==> src/rtl/bht_pht_if.sv <==
// Fetch-lookup and resolve-update signals shared between the pipeline and the
// gshare branch history table.
interface bht_pht_if #(
    parameter int INDEX_BITS = 4
);
    logic [15:0]           fetch_pc;
    logic                  pred_taken;
    logic [INDEX_BITS-1:0] pred_index;
    logic                  load_bht;
    logic                  clear_bht;
    logic [INDEX_BITS-1:0] update_index;
    logic                  update_taken;
    logic                  bht_ready;

    modport master (
        output fetch_pc, load_bht, clear_bht, update_index, update_taken,
        input  pred_taken, pred_index, bht_ready
    );

    modport slave (
        input  fetch_pc, load_bht, clear_bht, update_index, update_taken,
        output pred_taken, pred_index, bht_ready
    );
endinterface

==> src/rtl/bht_pht.sv <==
// gshare predictor: 2-bit saturating counters indexed by PC^GHR, with an
// init sweep after reset that writes every entry to weakly not-taken.
module bht_pht #(
    parameter int INDEX_BITS = 4,
    parameter int HIST_BITS  = 4   // 1..INDEX_BITS
) (
    input logic      clk,
    input logic      rst,
    bht_pht_if.slave bus
);
    localparam int ENTRIES = 1 << INDEX_BITS;

    typedef enum logic {INIT, RUN} state_t;

    state_t                state;
    logic                  ready;
    logic [INDEX_BITS-1:0] init_cnt;
    logic [HIST_BITS-1:0]  ghr;
    logic [HIST_BITS-1:0]  ghr_next;
    logic [INDEX_BITS-1:0] ghr_ext;
    logic [INDEX_BITS-1:0] idx;
    logic [1:0]            tbl [ENTRIES];
    logic [1:0]            cur;
    logic                  unused_pc;

    assign unused_pc = ^{bus.fetch_pc[15:INDEX_BITS+1], bus.fetch_pc[0]};

    always_comb begin
        ghr_ext                = '0;
        ghr_ext[HIST_BITS-1:0] = ghr;
    end

    generate
        if (HIST_BITS == 1) begin : g_hist1
            assign ghr_next = bus.update_taken;
        end else begin : g_histn
            assign ghr_next = {ghr[HIST_BITS-2:0], bus.update_taken};
        end
    endgenerate

    // Lookup reads the pre-update entry; writes land at the edge, no bypass.
    assign idx            = bus.fetch_pc[INDEX_BITS:1] ^ ghr_ext;
    assign bus.pred_index = idx;
    assign bus.pred_taken = ready & tbl[idx][1];
    assign bus.bht_ready  = ready;
    assign cur            = tbl[bus.update_index];

    always_ff @(posedge clk) begin
        if (rst) begin
            state    <= INIT;
            ready    <= 1'b0;
            init_cnt <= '0;
            ghr      <= '0;
        end else begin
            case (state)
                INIT: begin
                    tbl[init_cnt] <= 2'b01;
                    init_cnt      <= init_cnt + 1'b1;
                    if (&init_cnt) begin
                        state <= RUN;
                        ready <= 1'b1;
                    end
                end
                RUN: begin
                    // Clear re-seeds the entry toward the resolved direction and wins over training.
                    if (bus.clear_bht)
                        tbl[bus.update_index] <= bus.update_taken ? 2'b10 : 2'b01;
                    else if (bus.load_bht) begin
                        if (bus.update_taken && cur != 2'b11)
                            tbl[bus.update_index] <= cur + 2'b01;
                        else if (!bus.update_taken && cur != 2'b00)
                            tbl[bus.update_index] <= cur - 2'b01;
                    end
                    if (bus.load_bht)
                        ghr <= ghr_next;
                end
                default: begin
                    state <= INIT;
                    ready <= 1'b0;
                end
            endcase
        end
    end
endmodule

==> src/flat_wrapper.sv <==
// flat-port wrapper written by rule: the top's interface ports become plain ports
module bht_pht_flat 
#(
    parameter int INDEX_BITS = 4,
    parameter int HIST_BITS  = 4                   
)
  (clk, rst, bus_fetch_pc, bus_load_bht, bus_clear_bht, bus_update_index, bus_update_taken, bus_pred_taken, bus_pred_index, bus_bht_ready);
  bht_pht_if #(.INDEX_BITS(INDEX_BITS)) bus_i ();
  input logic clk;
  input logic rst;
  input wire logic [$bits(bus_i.fetch_pc)-1:0] bus_fetch_pc;
  input wire logic [$bits(bus_i.load_bht)-1:0] bus_load_bht;
  input wire logic [$bits(bus_i.clear_bht)-1:0] bus_clear_bht;
  input wire logic [$bits(bus_i.update_index)-1:0] bus_update_index;
  input wire logic [$bits(bus_i.update_taken)-1:0] bus_update_taken;
  output wire logic [$bits(bus_i.pred_taken)-1:0] bus_pred_taken;
  output wire logic [$bits(bus_i.pred_index)-1:0] bus_pred_index;
  output wire logic [$bits(bus_i.bht_ready)-1:0] bus_bht_ready;
  assign bus_i.fetch_pc = bus_fetch_pc;
  assign bus_i.load_bht = bus_load_bht;
  assign bus_i.clear_bht = bus_clear_bht;
  assign bus_i.update_index = bus_update_index;
  assign bus_i.update_taken = bus_update_taken;
  assign bus_pred_taken = bus_i.pred_taken;
  assign bus_pred_index = bus_i.pred_index;
  assign bus_bht_ready = bus_i.bht_ready;
  bht_pht #(.INDEX_BITS(INDEX_BITS), .HIST_BITS(HIST_BITS)) u_core (.clk(clk), .rst(rst), .bus(bus_i));
endmodule
==> config.mk <==
export PLATFORM = sky130hd
export DESIGN_NAME = bht_pht_flat
export DESIGN_NICKNAME = d
export VERILOG_FILES = /design/src/rtl/bht_pht_if.sv /design/src/rtl/bht_pht.sv /design/src/flat_wrapper.sv
export SDC_FILE = /design/constraint.sdc
export NUM_CORES = 1
export LEC_CHECK = 0
export ABC_AREA = 1
export BUFFER_PORTS_ARGS = -buffer_cell sky130_fd_sc_hd__buf_2
export CAP_MARGIN = 20
export CORE_ASPECT_RATIO = 1.5
export CORE_MARGIN = 10
export CORE_UTILIZATION = 57
export CTS_CLUSTER_DIAMETER = 100
export DETAILED_ROUTE_END_ITERATION = 12
export GPL_ROUTABILITY_DRIVEN = 0
export PLACE_DENSITY_LB_ADDON = 0.15
export SYNTH_ARGS = -nofsm -noshare
export SYNTH_HDL_FRONTEND = slang
export SYNTH_SLANG_ARGS = --single-unit
==> constraint.sdc <==
create_clock -name clk -period 4.4 [get_ports clk]
set_clock_uncertainty 0.1 [all_clocks]
set_input_delay 0.44 -clock clk [delete_from_list [all_inputs] [get_ports clk]]
set_output_delay 0.44 -clock clk [all_outputs]
set_load 0.005 [all_outputs]
==> out/metrics.cfg, run 1 <==
[run_status]
outcome=finished, final reports clean

[route]
drtIter0Drc=114
vias=1862
wire_per_inst_um=15.70
drc=0
wirelength_mm=5.164
ant_nets=0
first_pass_iters=4
vias_per_cell=5.660

[clocking]
htreeDepth=2
holdBufCountCts=0
post_cts_resize_count=0
clock_sinks=42
cts_tree=done
cts_buffers=5
cts_max_path_buffers=2
cts_setup_buffers=0
clock_latency_ns=0.29
clkTransAtPathRegs_ns=0.08
clockRootBuffer=clkbuf_8

[synth]
yosys_register_bits=42
synth_area_per_cell_um2=8.754
syn_area_um2=2311
synth_top_cell_by_area=edfxtp_1
synth_cell_types=30
ys.flop_type=edfxtp_1
ys_warn_count=0
netlist.area_leader.share_pct=41.58
yosysSeqAreaShare_pct=50.24
ys_async_sr_fraction_pct=0
synth.most_common_cell=nor2_1
netlist_top_cells_count=52 x nor2_1, 43 x nand2_1, 32 x edfxtp_1
synth_area_leaders=edfxtp_1 42%, dfxtp_1 8.7%, nor2_1 8.4%
synth_edf_count=32
syn-num-nets=292
syn_inst=264

[worst_setup_path]
crit_chain=buf_2 > inv_1 > nor2_1 > nor2_1 > o21ai_0 > nand3_1 > nand3_1 > nand2_1 > inv_1 > ha_1 > nor2_1 > nand3_4 > nand3_4 > nand2_1 > o21ai_0 > nand2_2 > nor2_1
slowest_delay_ns=0.46
end_kind=flop
timing.critical_path.mode_cell=nor2_1
crit_arrival_ns=3.18
cp-start-kind=input port
crit_type=input port to flop
worst_path_max_delay_cell=inv_1
cp.required_ns=4.29
cp_max_fo=18

[placed_design]
dpl_cell_area_um2=2411
port_buffers=18
hpwl_mm=3.818

[die]
die_x_um=71.99
rows=28
start_util_pct=58.90
ioPinCount=31
die_h_um=97.99
dieArea_um2=7054
core_um2=3924

[pwr]
p_int_uw=624.6
p_leak_nw=1.010
switchingPower_uw=194.0
p_sw_share_pct=23.69
seqPwrFrac_pct=52.5
p_clk_share_pct=36.8
power_density_nw_per_um2=324.4
ir_worst_vdd_uv=262.6
combPwrFrac_pct=10.7

[layout]
antenna_cells=0
final_layout_size_suffix_gt1_share_pct=18.31
n_fill_cell=348
fin_area_um2=2524
area_delta_synth_final_pct=9.204
layout.nets=311
postLayoutCoreUtil_pct=64.32

[worst_hold_path]
hold_path_class=input port to flop

[sta]
tightest_slew_ns=0.5548
worst_slew_margin_rel_pct=62.97
setup_tns_ns=0
fin_crit_sh_pct=74.70
slew_violations=0
finalHoldViolCount=0
max_freq_ghz=0.3042
setup_violations=0
whs_ns=0.3399
rsz0062_at_grt=no
fin_crit_ns=3.287

[global_route]
antenna_found_initial=0
grt_max_degree=19
overflow=0
grt_pass1_wl_mm=8.349
grt_pass1_vias=1834
grt_usage_pct=14.73

[run]
maxCapViolations=0

[cell usage in the layout (no fill, tap or decap), types with 3 or more instances in the layout]
| master | n |
|---|---|
| a21oi_1 | 7 |
| buf_2 | 18 |
| clkbuf_8 | 5 |
| dfxtp_1 | 10 |
| edfxtp_1 | 32 |
| ha_1 | 3 |
| inv_1 | 24 |
| nand2_1 | 43 |
| nand2_2 | 12 |
| nand3_1 | 24 |
| nand3_2 | 4 |
| nand4_1 | 4 |
| nor2_1 | 52 |
| o211ai_1 | 7 |
| o21ai_0 | 16 |
| o21ai_2 | 3 |
[power groups by stage]
| stage | clock [mW] | combinational [mW] | sequential, mW |
|---|---|---|---|
| 3_3_place_gp | 0 | 0.0847 | 0.439 |
| 6_report | 0.301 | 0.0873 | 0.430 |
| 3_5_place_dp | 0 | 0.0871 | 0.439 |
| 5_1_grt | 0.322 | 0.0975 | 0.431 |
| 2_1_floorplan | 0 | 0.0596 | 0.438 |
| 4_1_cts | 0.307 | 0.0877 | 0.430 |
[through the flow]
step / worst slack (ns) / instances / power (mW)
3_3_place_gp: 0.8689 / 321 / 0.5236
2_1_floorplan: 1.175 / 264 / 0.4978
6_report: 1.113 / 329 / 0.8186
4_1_cts: 1.134 / 329 / 0.8245
3_5_place_dp: 0.8349 / 321 / 0.5261
5_1_grt: 0.8237 / 329 / 0.8500
[path summary, 6_finish.rpt]
kind	startpoint	cells past startpoint	slack [ns]	endpoint
hold reg to reg	u_core.ghr[1]$_SDFFE_PP0P_	2	0.40	u_core.ghr[2]$_SDFFE_PP0P_
setup reg to reg	u_core.tbl[5][0]$_DFFE_PP_	14	1.62	u_core.tbl[5][1]$_DFFE_PP_
hold / removal	bus_update_taken	3	0.34	u_core.ghr[0]$_SDFFE_PP0P_
setup / recovery	bus_update_index[0]	17	1.11	u_core.tbl[5][1]$_DFFE_PP_
[state kept, by name (all words and copies together), names as in the netlist]
name and flops:
u_core.bus.bht_ready 1, u_core.ghr 4, u_core.init_cnt 4, u_core.tbl 32, u_core.state 1
[layer usage]
metal | share of wire [%] | up-vias | global-route usage [%]
met5 | 0 | - | 0
met4 | 2.0 | 0 | 6.577
li1 | - | 931 | -
met1 | 39 | 859 | 15.91
met2 | 52 | 61 | 25.95
met3 | 6.2 | 11 | 3.647
[cell type report]
type | instances | area, um^2 | area share (%)
clock inverter | 3 | 43.79 | 1.735
multi-input combinational | 190 | 994.7 | 39.41
inverter | 25 | 101.3 | 4.016
sequential | 42 | 1161 | 46.01
timing repair buffer | 19 | 97.59 | 3.867
clock buffer | 5 | 68.82 | 2.727
tap | 45 | 56.30 | 2.231
[critical path, delay by kind of cell]
kind / cells / cell delay [ns]
adders and majority gates: 1 / 0.20
and+or+nand+nor: 11 / 1.53
buffers and inverters: 3 / 0.72
AOI/OAI and AO/OA: 2 / 0.27
[cells by family after synthesis]
group / count (synthesis) / synth area share [%]
AND/OR/NAND/NOR: 149 / 31.24
flip-flops: 42 / 50.24
AO/OA/AOI/OAI: 36 / 9.421
buffers and inverters: 32 / 6.714
adder cells (fa/ha/maj): 3 / 1.624
XOR/XNOR: 2 / 0.7581
Note: power is estimated with default switching activity, not from simulation.
==> run 2: changes to the inputs <==
Settings changed: ABC_AREA 1 to 0, CORE_UTILIZATION 57 to 51.
Clock period 4.4 ns to 3 ns, I/O delays scaled along.
==> out/metrics.cfg, run 2 <==
[run_status]
outcome=complete, but fails checks
violations=negative setup slack

[placed_design]
place_ws_ns=-0.3288  ; -1.164 ns
hpwl_mm=3.434  ; -10%
port_buffers=18  ; unchanged
dp.cells=226  ; -30%

[clocking]
cts_tree=done
htreeDepth=2  ; unchanged
clock_latency_ns=0.30  ; about the same
clockRootBuffer=clkbuf_8
cts_max_path_buffers=2  ; unchanged
cts_buffers=5  ; unchanged
holdBufCountCts=0  ; unchanged
clkTransAtPathRegs_ns=0.09  ; about the same
clock_sinks=42  ; unchanged

[die]
die_x_um=72.31  ; +0.44%
dieArea_um2=7120  ; +0.94%
core_um2=3959  ; +0.89%
rows=28  ; unchanged
die_h_um=98.47  ; +0.49%
start_util_pct=52.88  ; -6.0 points
ioPinCount=31  ; unchanged

[worst_setup_path]
cp_max_fo=4  ; -14
r2r_start=u_core.tbl[3][1]$_DFFE_PP_
crit_type=flop to flop
cp-start-kind=flop
cp.required_ns=2.91  ; -1.38 ns
rrSetupSlack_ns=-0.03  ; -1.65 ns
crit_arrival_ns=2.95  ; -0.23 ns
end_kind=flop
r2r-end=u_core.tbl[7][0]$_DFFE_PP_
reg2reg_depth=7  ; -7
worstSetupEndpoint=u_core.tbl[7][0]$_DFFE_PP_
crit_start=u_core.tbl[3][1]$_DFFE_PP_

[layout]
layout.nets=216  ; -31%
n_fill_cell=315  ; -9.5%
final_cells=234  ; -29%
final_cell_mix=32 x edfxtp_1, 18 x buf_2, 16 x nor2_1
top_register=u_core.tbl
reg_top3=u_core.tbl (32), u_core.ghr (4), u_core.init_cnt (4)
mostFrequentLayoutCell=edfxtp_1
final_layout_size_suffix_gt1_share_pct=37.57  ; +19 points
area_delta_synth_final_pct=17.57
largest_reg_flops=32  ; unchanged
antenna_cells=0  ; unchanged

[synth]
ys_async_sr_fraction_pct=0  ; unchanged
ys_warn_count=0  ; unchanged
yosys_register_bits=42  ; unchanged
synth_area_per_cell_um2=13.08  ; +49%
synth_cell_types=35  ; +17%
yosysSeqAreaShare_pct=55.47  ; +5.2 points
ys.flop_type=edfxtp_1
syn_area_um2=2093  ; -9.4%
synth.most_common_cell=edfxtp_1
netlist_top_cells_count=32 x edfxtp_1, 26 x nor2_1, 13 x mux4_2
netlist.area_leader.share_pct=45.91  ; +4.3 points
syn_inst=160  ; -39%
synth_top_cell_by_area=edfxtp_1
syn-num-nets=188  ; -36%
synth_area_leaders=edfxtp_1 46%, mux4_2 14%, dfxtp_1 9.6%
synth_edf_count=32  ; unchanged

[route]
route.met3.wl_um=263  ; -18%
drc=0  ; unchanged
vias=1392  ; -25%
wl_met2_mm=2.494  ; -8.0%
maxUsedRoutingLayer=met4
wire_per_inst_um=18.97  ; +21%
ant_nets=0  ; unchanged
drtIter0Drc=76  ; -33%
vias_per_cell=5.949  ; +5.1%
wl_met1_mm=1.580  ; -22%
first_pass_iters=4  ; unchanged
wirelength_mm=4.439  ; -14%

[global_route]
grt_pass1_wl_mm=7.307  ; -12%
grt_usage_pct=12.96  ; -1.8 points
grt_max_degree=17  ; -2
overflow=0  ; unchanged
antenna_found_initial=0  ; unchanged
grt_pass1_vias=1531  ; -17%

[sta]
worst_slew_margin_rel_pct=61.58  ; -1.4 points
whs_ns=0.1966  ; -0.1434 ns
setup_violations=8  ; +8
max_freq_ghz=0.3300
tightest_slew_ns=0.5743  ; +0.01952 ns
fin_crit_sh_pct=101.0
fin_crit_ns=3.031
worst_slack_ns=-0.03073  ; -1.144 ns
rsz0062_at_grt=yes
slew_violations=0  ; unchanged
finalHoldViolCount=0  ; unchanged

[pwr]
ir_worst_vdd_uv=374.3  ; +43%
p_leak_nw=0.8976  ; -11%
power_mw=1.121  ; +37%
power_density_nw_per_um2=455.6  ; +40%

[worst_hold_path]
hold_path_class=input port to flop

[run]
maxCapViolations=0  ; unchanged

==> run 2: changes by cell type in the layout (fill, tap and decap cells not counted), moves of 5 or more <==
cell and change:
nand2_1 -33, nand3_1 -20, xor2_1 +5, nor2b_1 +7, mux4_2 +13, buf_4 +7, o211ai_1 -7, nor2_1 -36
nor2_2 +5, mux2i_1 +6, o21ai_0 -16, inv_1 -18, nand2_2 -12
==> run 2: worst max-delay path: stages (launching register included) <==
cell,delay [ns]
edfxtp_1,0.43
mux4_2,0.48
mux4_2,0.48
ha_2,0.19
nand3b_1,0.24
a31o_4,0.32
mux2_4,0.36
nor2_2,0.16
==> run 2: final cells by class <==
class	instances	area [um^2]	share of cell area, %
Sequential cell	42	1161	47.18
Multi-Input combinational cell	107	982.2	39.91
Inverter	6	22.52	0.9151
Timing Repair Buffer	26	150.1	6.101
Clock inverter	3	20.02	0.8134
Tap cell	45	56.30	2.288
Clock buffer	5	68.82	2.796
==> run 2: report_power, final <==
part / leakage (nW) / internal [mW] / switching [mW]
logic: 0.453 / 0.0535 / 0.0647
registers: 0.403 / 0.624 / 0.00759
clock network: 0.0422 / 0.164 / 0.207
==> run 2: cells by family (layout without fill, tap and decap cells) <==
family / after synthesis / count (layout) / share of synthesized area, %
AND/OR/NAND/NOR: 55 / 55 / 12.43
flip-flops: 42 / 42 / 55.47
multiplexers: 23 / 23 / 19.07
AO/OA/AOI/OAI: 19 / 19 / 6.277
buffers and inverters: 11 / 40 / 2.032
XOR/XNOR: 7 / 7 / 2.929
adder cells (fa/ha/maj): 3 / 3 / 1.793
==> run 2: per-stage QoR <==
stage               area (um^2)  TNS (ns)  util [%]
finish                     2461   -0.2213     62.17
global route               2461    -2.850     62.17
CTS                        2382   -0.5910     60.18
detailed placement         2287    -13.01     57.78
global placement           2287    -8.883     57.78
floorplan                  2105         0         -
==> run 2: worst min path at each step <==
| stage | start | endpoint | slack [ns] | cells past startpoint |
|---|---|---|---|---|
| after detailed placement | u_core.ghr[3]$_SDFFE_PP0P_ | u_core.ghr[3]$_SDFFE_PP0P_ | 0.37 | 2 |
| after global placement | u_core.ghr[3]$_SDFFE_PP0P_ | u_core.ghr[3]$_SDFFE_PP0P_ | 0.36 | 2 |
| after global routing | bus_update_taken | u_core.ghr[0]$_SDFFE_PP0P_ | 0.21 | 3 |
| final | bus_update_taken | u_core.ghr[0]$_SDFFE_PP0P_ | 0.20 | 3 |
| after floorplan | bus_update_taken | u_core.ghr[0]$_SDFFE_PP0P_ | 0.35 | 2 |
| after CTS | bus_update_taken | u_core.ghr[0]$_SDFFE_PP0P_ | 0.19 | 3 |
==> run 2: what timing repair did <==
action | in CTS | in global routing
endpoints found under the setup margin | 32 | 48
gates resized for setup | 4 | 22
pin swaps | 2 | 7
setup buffers | 0 | 0
gates cloned | 0 | 0
==> run 2: metal layers <==
| layer | vias to the layer above | GRT usage [%] |
|---|---|---|
| met5 | - | 0 |
| met4 | 0 | 5.680 |
| met3 | 10 | 4.719 |
| met2 | 32 | 23.50 |
| met1 | 692 | 12.47 |
| li1 | 658 | - |
==> run 3: changes to the inputs <==
Settings changed: CORE_UTILIZATION 51 to 58.
Clock period 3 ns to 3.5 ns, I/O delays scaled along.
==> out/metrics.cfg, run 3 (synthesis results as in run 2) <==
[worst_setup_path]
cp_num_cells=8  ; +1
timing.critical_path.buf_inv=1  ; +1
slowest_delay_ns=0.57  ; +0.09 ns
crit_arrival_ns=3.06  ; +0.11 ns
reg2reg_depth=7  ; unchanged
rrSetupSlack_ns=0.36  ; +0.39 ns
cp_max_fo=12  ; +8
crit_start=bus_update_index[0]
crit_chain=buf_2 > mux4_2 > mux4_2 > ha_1 > nand3b_1 > a311oi_1 > o21ai_0 > nor2_1
cp.required_ns=3.39  ; +0.48 ns
end_kind=flop
crit_type=input port to flop
crit_family=multiplexers
r2r_start=u_core.tbl[3][1]$_DFFE_PP_
timing.critical_path.mode_cell=mux4_2
cp-start-kind=input port
worst_path_max_delay_cell=mux4_2

[sta]
slew_violations=0  ; unchanged
worst_slack_ns=0.3350  ; +0.3657 ns
whs_ns=0.2566  ; +0.06000 ns
rsz0062_at_grt=no
fin_crit_sh_pct=90.43
fin_crit_ns=3.165
worst_slew_margin_rel_pct=52.29  ; -9.3 points
max_freq_ghz=0.3160
setup_violations=0  ; -8
tightest_slew_ns=0.7132  ; +0.1389 ns
finalHoldViolCount=0  ; unchanged
setup_tns_ns=0  ; +0.2213 ns

[clocking]
clkTransAtPathRegs_ns=0.08  ; about the same
holdBufCountCts=0  ; unchanged
clockRootBuffer=clkbuf_8
cts_buffers=5  ; unchanged
cts_tree=done
post_cts_resize_count=0  ; -4
cts_setup_buffers=0  ; unchanged
cts_max_path_buffers=2  ; unchanged
htreeDepth=2  ; unchanged
clock_latency_ns=0.29  ; about the same
clock_sinks=42  ; unchanged

[global_route]
grt_pass1_vias=1445  ; -5.6%
overflow=0  ; unchanged
grt_max_degree=17  ; unchanged
grt_pass1_wl_mm=7.224  ; -1.1%
grtUsageMet1_pct=14.19  ; +1.7 points
grt_util_met3_pct=4.550  ; -0.17 points
antenna_found_initial=0  ; unchanged
grt_usage_pct=14.08  ; +1.1 points
gr-usage-met2_pct=26.07  ; +2.6 points
grt-busiest-layer=met2

[route]
vias_per_cell=6.119  ; +2.9%
drtIter0Drc=162  ; +110%
ant_nets=0  ; unchanged
wirelength_mm=4.386  ; -1.2%
wire_per_inst_um=19.41  ; +2.3%
vias=1383  ; -0.65%
drc=0  ; unchanged
first_pass_iters=4  ; unchanged

[run_status]
outcome=finished, final reports clean

[die]
dieArea_um2=6461  ; -9.3%
die_x_um=69.05  ; -4.5%
rows=26  ; -7.1%
start_util_pct=60.70  ; +7.8 points
die_h_um=93.58  ; -5.0%
core_um2=3448  ; -13%
ioPinCount=31  ; unchanged

[worst_hold_path]
hp-start=bus_update_taken
hold_path_class=input port to flop
holdPathStages=3  ; unchanged

[placed_design]
place_ws_ns=0.03091  ; +0.3597 ns
hpwl_mm=3.229  ; -6.0%
port_buffers=18  ; unchanged

[layout]
layout.nets=211  ; -2.3%
mostFrequentLayoutCell=edfxtp_1
area_delta_synth_final_pct=13.51
postLayoutCoreUtil_pct=68.90  ; +6.7 points
top_register=u_core.tbl
final_layout_size_suffix_gt1_share_pct=25.00  ; -13 points
reg_top3=u_core.tbl (32), u_core.ghr (4), u_core.init_cnt (4)
largest_reg_flops=32  ; unchanged
antenna_cells=0  ; unchanged
final_cell_mix=32 x edfxtp_1, 26 x nor2_1, 18 x buf_2

[run]
maxCapViolations=0  ; unchanged

[pwr]
p_leak_nw=0.9076  ; +1.1%
power_density_nw_per_um2=457.0  ; +0.31%
ir_worst_vdd_uv=364.0  ; -2.8%

==> run 3: metal layers <==
layer  wire (um)  share of wire [%]
met5           0                  0
met4          43               0.98
met3         224                5.1
met2        2418                 55
met1        1700                 39
==> run 3: worst register-to-register path, cell delays in order (launching register included) <==
cell      delay (ns)
edfxtp_1        0.41
mux4_2          0.50
mux4_2          0.50
ha_1            0.21
nand3b_1        0.22
a311oi_1        0.38
o21ai_0         0.28
nor2_1          0.24
==> run 3: worst paths after layout <==
check,endpoint
worst max-delay path,u_core.tbl[13][0]$_DFFE_PP_
worst min-delay path,u_core.ghr[0]$_SDFFE_PP0P_
worst max register to register,u_core.tbl[13][0]$_DFFE_PP_
worst min register to register,u_core.ghr[3]$_SDFFE_PP0P_
==> run 3: power by group <==
group | switching (mW) | internal (mW)
clock network | 0.170 | 0.286
logic | 0.0484 | 0.0404
registers | 0.00593 | 0.535
==> run 3: final cells by class <==
cell class / instances / area [um^2]
repair buffers: 21 / 112.6
multi-input cells: 107 / 889.6
well taps: 42 / 52.55
inverters: 6 / 22.52
clock buffers: 5 / 68.82
fillers: 259 / 1072
flip-flops and latches: 42 / 1161
clock inverters: 3 / 68.82
==> run 3: per-stage QoR <==
stage | instances | power (mW) | area (um^2)
after floorplan | 160 | 0.6088 | 2093
after global placement | 218 | 0.6366 | 2238
after detailed placement | 218 | 0.6410 | 2238
after CTS | 226 | 1.093 | 2376
after global routing | 226 | 1.125 | 2376
final | 226 | 1.086 | 2376
